File: src/rtl/tdm_channel_mux_if.sv
// tdm_channel_mux_if
//   Bundles the producer write ports and the consumer output handshake of
//   tdm_channel_mux.
//   slave  : seen by the mux (takes writes, drives the output word).
//   master : seen by whoever feeds the producers and consumes the output.
//   Signals:
//     wr_en[CHANNELS], wr_data[CHANNELS*WIDTH]  per-channel writes (channel i in [i*WIDTH +: WIDTH])
//     wr_full[CHANNELS], ovf[CHANNELS]          per-channel full / sticky overflow
//     clr_ovf                                   clears all ovf bits
//     out_data, out_chan, out_valid, out_ready  forwarded word with source tag
interface tdm_channel_mux_if #(
    parameter int WIDTH    = 16,
    parameter int CHANNELS = 4
);
    localparam int CW = $clog2(CHANNELS);

    logic [CHANNELS-1:0]       wr_en;
    logic [CHANNELS*WIDTH-1:0] wr_data;
    logic [CHANNELS-1:0]       wr_full;
    logic [CHANNELS-1:0]       ovf;
    logic                      clr_ovf;
    logic [WIDTH-1:0]          out_data;
    logic [CW-1:0]             out_chan;
    logic                      out_valid;
    logic                      out_ready;

    modport master (
        output wr_en, wr_data, clr_ovf, out_ready,
        input  wr_full, ovf, out_data, out_chan, out_valid
    );

    modport slave (
        input  wr_en, wr_data, clr_ovf, out_ready,
        output wr_full, ovf, out_data, out_chan, out_valid
    );
endinterface

File: src/rtl/tdm_channel_mux.sv
// tdm_channel_mux
//   N-channel time-division capture/forward block. Each producer channel
//   writes into its own DEPTH-entry FIFO; a round-robin slot scheduler
//   forwards one word per load cycle into a single registered output.
//   Ports:
//     clk    rising-edge clock
//     reset  asynchronous, active-high; discards all buffered words
//     bus    tdm_channel_mux_if.slave (write ports, flags, output handshake)
//   Parameters: WIDTH, CHANNELS, DEPTH, SKIP_IDLE (0 = fixed slots,
//   1 = work-conserving round robin).

// Per-channel holding FIFO. full/empty come from the registered count only,
// so a write to a full channel is dropped even if that channel is popped
// on the same edge.
module tdm_chan_fifo #(
    parameter int WIDTH = 16,
    parameter int DEPTH = 2
) (
    input  logic             clk,
    input  logic             reset,
    input  logic             wr_en,
    input  logic [WIDTH-1:0] wr_data,
    input  logic             pop,
    output logic             full,
    output logic             empty,
    output logic             drop,
    output logic [WIDTH-1:0] head
);
    localparam int IW   = (DEPTH > 1) ? $clog2(DEPTH) : 1;
    localparam int CNTW = $clog2(DEPTH + 1);

    logic [WIDTH-1:0] mem [DEPTH];
    logic [IW-1:0]    rd_idx, wr_idx;
    logic [CNTW-1:0]  count;
    logic             push, pop_ok;

    // Indices wrap modulo DEPTH, which need not be a power of two.
    function automatic logic [IW-1:0] idx_inc(input logic [IW-1:0] i);
        return (i == IW'(DEPTH - 1)) ? '0 : i + IW'(1);
    endfunction

    assign full   = (count == CNTW'(DEPTH));
    assign empty  = (count == '0);
    assign push   = wr_en && !full;
    assign drop   = wr_en && full;
    assign pop_ok = pop && !empty;
    assign head   = mem[rd_idx];

    // Storage needs no reset: the count alone decides what is valid.
    always_ff @(posedge clk) begin
        if (push) mem[wr_idx] <= wr_data;
    end

    always_ff @(posedge clk or posedge reset) begin
        if (reset) begin
            rd_idx <= '0;
            wr_idx <= '0;
            count  <= '0;
        end else begin
            if (push)   wr_idx <= idx_inc(wr_idx);
            if (pop_ok) rd_idx <= idx_inc(rd_idx);
            if (push && !pop_ok)      count <= count + CNTW'(1);
            else if (pop_ok && !push) count <= count - CNTW'(1);
        end
    end
endmodule

module tdm_channel_mux #(
    parameter int WIDTH     = 16,
    parameter int CHANNELS  = 4,
    parameter int DEPTH     = 2,
    parameter int SKIP_IDLE = 0
) (
    input logic              clk,
    input logic              reset,
    tdm_channel_mux_if.slave bus
);
    localparam int CW = $clog2(CHANNELS);

    logic [CHANNELS-1:0]            empty, full, drop, pop;
    logic [CHANNELS-1:0][WIDTH-1:0] head;
    logic [CW-1:0]                  ptr, ptr_nxt, gnt, cand;
    logic                           gnt_vld, load;
    logic [WIDTH-1:0]               out_data_q;
    logic [CW-1:0]                  out_chan_q;
    logic                           out_valid_q;
    logic [CHANNELS-1:0]            ovf_q;

    function automatic logic [CW-1:0] chan_inc(input logic [CW-1:0] p);
        return (p == CW'(CHANNELS - 1)) ? '0 : p + CW'(1);
    endfunction

    for (genvar i = 0; i < CHANNELS; i++) begin : g_chan
        tdm_chan_fifo #(.WIDTH(WIDTH), .DEPTH(DEPTH)) u_fifo (
            .clk    (clk),
            .reset  (reset),
            .wr_en  (bus.wr_en[i]),
            .wr_data(bus.wr_data[i*WIDTH +: WIDTH]),
            .pop    (pop[i]),
            .full   (full[i]),
            .empty  (empty[i]),
            .drop   (drop[i]),
            .head   (head[i])
        );
    end

    // The output register only moves when it is empty or being consumed.
    assign load = !out_valid_q || bus.out_ready;

    always_comb begin
        gnt     = ptr;
        gnt_vld = 1'b0;
        ptr_nxt = ptr;
        cand    = ptr;
        if (SKIP_IDLE == 0) begin
            // Fixed slot: the slot is spent even when its channel is empty.
            gnt_vld = !empty[ptr];
            ptr_nxt = chan_inc(ptr);
        end else begin
            // First non-empty channel at or after ptr; ptr only moves on a grant.
            for (int k = 0; k < CHANNELS; k++) begin
                if (!gnt_vld && !empty[cand]) begin
                    gnt     = cand;
                    gnt_vld = 1'b1;
                end
                cand = chan_inc(cand);
            end
            if (gnt_vld) ptr_nxt = chan_inc(gnt);
        end
    end

    always_comb begin
        pop = '0;
        if (load && gnt_vld) pop[gnt] = 1'b1;
    end

    // Emptiness is pre-edge state, so a word written this edge cannot be
    // forwarded until the next one.
    always_ff @(posedge clk or posedge reset) begin
        if (reset) begin
            ptr         <= '0;
            out_valid_q <= 1'b0;
            out_data_q  <= '0;
            out_chan_q  <= '0;
        end else if (load) begin
            ptr         <= ptr_nxt;
            out_valid_q <= gnt_vld;
            if (gnt_vld) begin
                out_data_q <= head[gnt];
                out_chan_q <= gnt;
            end
        end
    end

    // A drop on the same edge as clr_ovf keeps its bit set.
    always_ff @(posedge clk or posedge reset) begin
        if (reset) ovf_q <= '0;
        else       ovf_q <= (bus.clr_ovf ? '0 : ovf_q) | drop;
    end

    assign bus.wr_full   = full;
    assign bus.ovf       = ovf_q;
    assign bus.out_data  = out_data_q;
    assign bus.out_chan  = out_chan_q;
    assign bus.out_valid = out_valid_q;
endmodule

File: src/flat_wrapper.sv
// flat-port wrapper written by rule: the top's interface ports become plain ports
module tdm_channel_mux_flat 
#(
    parameter int WIDTH     = 16,
    parameter int CHANNELS  = 4,
    parameter int DEPTH     = 2,
    parameter int SKIP_IDLE = 0
)
  (clk, reset, bus_wr_en, bus_wr_data, bus_clr_ovf, bus_out_ready, bus_wr_full, bus_ovf, bus_out_data, bus_out_chan, bus_out_valid);
  tdm_channel_mux_if #(.WIDTH(WIDTH), .CHANNELS(CHANNELS)) bus_i ();
  input logic clk;
  input logic reset;
  input wire logic [$bits(bus_i.wr_en)-1:0] bus_wr_en;
  input wire logic [$bits(bus_i.wr_data)-1:0] bus_wr_data;
  input wire logic [$bits(bus_i.clr_ovf)-1:0] bus_clr_ovf;
  input wire logic [$bits(bus_i.out_ready)-1:0] bus_out_ready;
  output wire logic [$bits(bus_i.wr_full)-1:0] bus_wr_full;
  output wire logic [$bits(bus_i.ovf)-1:0] bus_ovf;
  output wire logic [$bits(bus_i.out_data)-1:0] bus_out_data;
  output wire logic [$bits(bus_i.out_chan)-1:0] bus_out_chan;
  output wire logic [$bits(bus_i.out_valid)-1:0] bus_out_valid;
  assign bus_i.wr_en = bus_wr_en;
  assign bus_i.wr_data = bus_wr_data;
  assign bus_i.clr_ovf = bus_clr_ovf;
  assign bus_i.out_ready = bus_out_ready;
  assign bus_wr_full = bus_i.wr_full;
  assign bus_ovf = bus_i.ovf;
  assign bus_out_data = bus_i.out_data;
  assign bus_out_chan = bus_i.out_chan;
  assign bus_out_valid = bus_i.out_valid;
  tdm_channel_mux #(.WIDTH(WIDTH), .CHANNELS(CHANNELS), .DEPTH(DEPTH), .SKIP_IDLE(SKIP_IDLE)) u_core (.clk(clk), .reset(reset), .bus(bus_i));
endmodule
File: config.mk
export PLATFORM = sky130hd
export DESIGN_NAME = tdm_channel_mux_flat
export DESIGN_NICKNAME = d
export VERILOG_FILES = /design/src/rtl/tdm_channel_mux_if.sv /design/src/rtl/tdm_channel_mux.sv /design/src/flat_wrapper.sv
export SDC_FILE = /design/constraint.sdc
export NUM_CORES = 1
export LEC_CHECK = 0
export CAP_MARGIN = 20
export CORE_UTILIZATION = 40
export CTS_CLUSTER_SIZE = 14
export DETAILED_ROUTE_END_ITERATION = 16
export GPL_TIMING_DRIVEN = 0
export PLACE_DENSITY = 0.61
export REMOVE_ABC_BUFFERS = 1
export SLEW_MARGIN = 20
export SYNTH_ARGS = -nofsm -noshare
export SYNTH_HDL_FRONTEND = slang
export SYNTH_SLANG_ARGS = --single-unit
export TNS_END_PERCENT = 10
File: constraint.sdc
create_clock -name clk -period 3.1 [get_ports clk]
set_clock_uncertainty 0.15 [all_clocks]
set_input_delay 0.775 -clock clk [delete_from_list [all_inputs] [get_ports clk]]
set_output_delay 0.775 -clock clk [all_outputs]
set_load 0.05 [all_outputs]
==> flow_summary.ini, run 1 <==
[timing]
setup_viol = 0
setup_tns_ns = 0
rsz0062_at_grt = false
tightest_slew_ns = 1.11
fin_crit_ns = 2.87
hold_viol = 0
finalMaxSlewViolations = 0
period_share = 0.926
max_freq_mhz = 348
slew_headroom = 0.261

[logic_synthesis]
yosys.area.top_type_share = 0.567
ys_seq_area_frac = 0.718
syn_area_per_cell_um2 = 17.0
syn_inst = 399
synth_top_area_cell = edfxtp_1
synth_cell_type_count = 26
synth.cell_area_um2 = 6780
synth_flop_cell = edfxtp_1
synthTopCellsByArea = edfxtp_1 57%, dfrtp_1 15%, mux2_2 6.6%
synth_edf_count = 128
async_flop_share = 0.243
yosysWarnings = 0
ys_ff_latch = 169

[setup_path]
slowest_delay_ns = 0.81
worstSetupPathType = flop to output pin
rr_endpoint = u_core.bus.out_data[6]
r2r_slack_ns = 0.55
cp_slowest_cell = clkdlybuf4s50_1
reg2reg_from = u_core.cand[1]
end_kind = output pin
cp.required_ns = 2.17
cp-start-kind = flop
crit_family = buffers and inverters
path_cells = nand2b_1 > inv_1 > clkdlybuf4s50_1
critical_path.max_fanout = 4
crit_buf_inv = 2
cp.arrival_ns = 1.95
reg2reg_depth = 4

[clocking]
post_cts.repair.setup_buffers = 0
cts_root_buf = clkbuf_16
clock_latency_ns = 0.42
cts_tree = done
cts_sinks = 169
h-tree-depth = 4
clock_path_buffers = 2
cts_resized = 0
path_clk_slew_ns = 0.06
holdBufCountCts = 0
cts_buffers = 17

[global_route]
grt_pass1_vias = 4021
antenna_found_initial = 0
grt_pass1_wl_um = 21800
grt_overflow_total = 0
grt_max_degree = 27
grt_usage = 0.172

[run_status]
status = completed

[detailed_routing]
via_per_inst = 5.04
drc_errors = 0
drt_wl_total_um = 14000
routedWlPerCell_um = 19.2
ant_nets = 0
drt_iter0_drc = 177
firstDrtPassIters = 4
vias = 3686

[placed_design]
place_hpwl_um = 9480
globalplace.congestion = 0.766
port_buffers = 98
place_area_um2 = 8000

[min_path]
hold_class = flop to flop
hold_path_startpoint = u_core.g_chan[3].u_fifo.count[1]
min_path_cells = 1
whs_endpoint = u_core.g_chan[3].u_fifo.count[1]

[power]
power_density_nw_per_um2 = 1060
vdd_ir_drop_max_v = 0.000584
p_leak_uw = 0.00320

[floorplan]
ios = 99
die_h_um = 132
die_w_um = 132
row_count = 47
start_util = 0.409
dieArea_um2 = 17500
coreArea_um2 = 16600

[cells_and_area]
final_nets = 581
design_area_um2 = 8590
n_antenna_cell = 0
area_growth_pct = 26.7
drive_gt1_frac = 0.193
post-route-util = 0.518
fill_cells = 1380

[job]
maxCapViolations = 0
logic make-up after synthesis:
family / share of synthesized area
AOI/OAI and AO/OA: 0.0399
xor gates and xnor gates: 0.0258
adders and majority gates: 0.0148
buffers and inverters: 0.0288
DFF: 0.718
muxes: 0.139
and+or+nand+nor: 0.0330
metal layers:
layer	vias to the layer above	part of all wire	global-route usage
met5	-	0	0
met4	0	0.017	0.0543
met3	14	0.048	0.0434
met2	91	0.49	0.287
met1	1867	0.45	0.219
li1	1714	-	-
flip-flops by register name, indices dropped and copies added (netlist names):
name and cells:
u_core.g_chan.u_fifo.wr_idx 4, u_core.cand 2, u_core.bus.out_chan 2, u_core.bus.ovf 4, u_core.g_chan.u_fifo.count 8, u_core.bus.out_data 16
u_core.bus.out_valid 1, u_core.g_chan.u_fifo.mem 128, u_core.g_chan.u_fifo.rd_idx 4
how the worst max path moves through the flow:
| stage | slack (ns) | from | to | cells past startpoint |
|---|---|---|---|---|
| finish | 0.23 | u_core.g_chan[1].u_fifo.count[0] | bus_wr_full[1] | 3 |
| global route | 0.15 | u_core.g_chan[1].u_fifo.count[0] | bus_wr_full[1] | 3 |
| CTS | 0.20 | u_core.g_chan[1].u_fifo.count[0] | bus_wr_full[1] | 3 |
| detailed placement | 0.16 | bus_out_ready | u_core.bus.out_data[6] | 4 |
| global placement | -0.22 | bus_out_ready | u_core.bus.out_data[2] | 4 |
| floorplan | 0.66 | u_core.cand[1] | u_core.bus.out_chan[1] | 4 |
power breakdown:
group          switching (uW)  leakage (uW)  internal (uW)
Clock                     804      0.000301           1310
Combinational            1820       0.00123           1480
Sequential                511       0.00167           3180
Total                    3140       0.00320           5970
cell usage after synthesis (all sizes together) (4+ instances only):
master	count
and3	4
buf	14
inv	19
mux2i	32
clkbuf	6
a221oi	16
xnor2	8
nand2b	5
and4bb	4
o22ai	16
xor2	12
ha	8
mux2	50
dfrtp	41
nor2	15
edfxtp	128
o21ai	6
nand2	12
layout by cell type (no fill, tap or decap), drive strengths merged, types with 3 or more instances in the layout:
master,n
edfxtp,128
clkdlybuf4s50,98
mux2,50
dfrtp,41
mux2i,32
clkbuf,20
inv,19
o22ai,16
a221oi,16
nor2,15
nand2,12
xor2,12
xnor2,8
ha,8
clkinv,7
o21ai,6
nand2b,5
buf,5
and4bb,4
and3,4
bufinv,3
area by class of cell:
cell class	count	area, um2	area share
inverters	19	71.3	0.00830
clock inverters	10	125	0.0146
multi-input cells	191	1730	0.202
clock buffers	20	467	0.0543
well taps	220	275	0.0320
repair buffers	103	1050	0.122
flip-flops and latches	169	4870	0.567
metrics by stage:
step	hold WS (ns)	setup WS (ns)	instances	power, uW
2_1_floorplan	0.310	0.664	379	5890
3_3_place_gp	0.325	-0.216	697	6910
3_5_place_dp	0.333	0.160	702	7070
4_1_cts	0.349	0.205	732	9200
5_1_grt	0.371	0.153	732	9560
6_report	0.351	0.230	732	9110
Power figures use the tool's default switching activity.
==> inputs of run 2 (changes only) <==
Settings changed: CTS_CLUSTER_DIAMETER from default to 120.
==> results of run 2 <==
The final DEF is identical to that of run 1; final timing and power are the same.
==> inputs of run 3 (changes only) <==
Settings changed: CORE_MARGIN from default to 10, SKIP_CTS_REPAIR_TIMING from default to 1.
==> flow_summary.ini, run 3 (synthesis gave the netlist of run 1 again) <==
[run_status]
status = completed

[floorplan]
dieArea_um2 = 22600
die_h_um = 150
die_w_um = 150
ios = 99
row_count = 47
start_util = 0.409
coreArea_um2 = 16600

[setup_path]
path_cells = nand2b_1 > inv_1 > clkdlybuf4s50_1
cp.arrival_ns = 1.97
crit_family = buffers and inverters
cp.required_ns = 2.17
worstSetupPathType = flop to output pin
critical_path.max_fanout = 4
cp_slowest_cell = clkdlybuf4s50_1
slowest_delay_ns = 0.82
end_kind = output pin
cp-start-kind = flop
crit_buf_inv = 2

[job]
maxCapViolations = 0

[timing]
slew_headroom = 0.288
period_share = 0.934
hold_viol = 0
rsz0062_at_grt = false
setup_viol = 0
max_freq_mhz = 346
tightest_slew_ns = 1.07
finalMaxSlewViolations = 0
fin_crit_ns = 2.89

[power]
p_leak_uw = 0.00320
p_int_uw = 5980
vdd_ir_drop_max_v = 0.000487
clkPwrFrac = 0.236
power_frac_comb = 0.362
swShare = 0.349
power_density_nw_per_um2 = 1070
switchingPower_uw = 3210
pwr-share-seq = 0.402

[global_route]
grt_usage = 0.139
grt_pass1_wl_um = 22800
antenna_found_initial = 1
grt_overflow_total = 0
grt_pass1_vias = 4094
grt_max_degree = 28

[clocking]
path_clk_slew_ns = 0.06
clock_latency_ns = 0.42
h-tree-depth = 4
clock_path_buffers = 2
cts_buffers = 17
cts_tree = done
cts_sinks = 169
cts_root_buf = clkbuf_16

[detailed_routing]
vias = 3661
routedWlPerCell_um = 20.5
drc_errors = 0
ant_nets = 0
firstDrtPassIters = 4
drt_iter0_drc = 243
via_per_inst = 4.99
drt_wl_total_um = 15000

[cells_and_area]
layout_commonest_cell = edfxtp_1
drive_gt1_frac = 0.196
area_growth_pct = 27.2
final_cell_mix = 128 x edfxtp_1, 98 x clkdlybuf4s50_1, 41 x dfrtp_1
final_nets = 581
post-route-util = 0.520
design_area_um2 = 8620
regMostFlops = u_core.g_chan.u_fifo.mem
largest_reg_flops = 128
n_antenna_cell = 0

[placed_design]
port_buffers = 98
place_hpwl_um = 10600
globalplace.congestion = 0.770
place_area_um2 = 8000

[min_path]
hold_class = flop to flop
## run 3: changes by cell type in the layout (fill, tap and decap cells not counted), sizes merged
cell,previous run,this run
clkbuf,20,19
clkinv,7,6
inv,19,21
clkinvlp,0,2
## run 3: worst register-to-register path, delay by kind of cell (launching register included)
family	cells	cell delay (ns)
and+or+nand+nor	1	0.65
DFF	1	0.48
buffers and inverters	1	0.13
muxes	2	1.03
## run 3: path summary, 6_finish.rpt
| kind | to | from | cells after the start | slack (ns) |
|---|---|---|---|---|
| max in group asynchronous | u_core.bus.out_data[13] | reset | 3 | 1.81 |
| min in group asynchronous | u_core.bus.ovf[1] | reset | 2 | 0.50 |
| max reg2reg | u_core.bus.out_data[3] | u_core.cand[1] | 4 | 0.54 |
| max | bus_wr_full[3] | u_core.g_chan[3].u_fifo.count[0] | 3 | 0.21 |
| min reg2reg | u_core.g_chan[2].u_fifo.count[1] | u_core.g_chan[2].u_fifo.count[1] | 1 | 0.34 |
| min | u_core.g_chan[2].u_fifo.count[1] | u_core.g_chan[2].u_fifo.count[1] | 1 | 0.34 |
## run 3: power groups by stage
stage	clock network (uW)	registers, uW	logic [uW]
finish	2170	3690	3320
global placement	0	3710	3230
CTS	2210	3700	3380
detailed placement	0	3740	3360
floorplan	0	4090	1790
global route	2320	3780	3570
## run 3: metal layers
layer | up-vias | wire (um) | global-route usage
met4 | 2 | 267 | 0.0549
met1 | 1828 | 6690 | 0.176
li1 | 1711 | - | -
met3 | 19 | 958 | 0.0468
met2 | 101 | 7110 | 0.215
met5 | - | 13 | 0
## run 3: per-stage QoR
| stage | instances | worst slack, ns | total power [uW] | hold WS (ns) | setup TNS [ns] |
|---|---|---|---|---|---|
| floorplan | 379 | 0.664 | 5890 | 0.310 | 0 |
| global placement | 697 | -0.204 | 6940 | 0.324 | -6.37 |
| detailed placement | 702 | 0.177 | 7100 | 0.330 | 0 |
| CTS | 734 | 0.183 | 9290 | 0.343 | 0 |
| global route | 734 | 0.124 | 9670 | 0.357 | 0 |
| finish | 734 | 0.206 | 9180 | 0.340 | 0 |
## run 3: cell type report
type	instances	area, um2
Fill cell	1370	7960
Sequential cell	169	4870
Multi-Input combinational cell	191	1730
Timing Repair Buffer	103	1050
Clock buffer	19	453
Tap cell	220	275
Clock inverter	13	168
Inverter	19	71.3
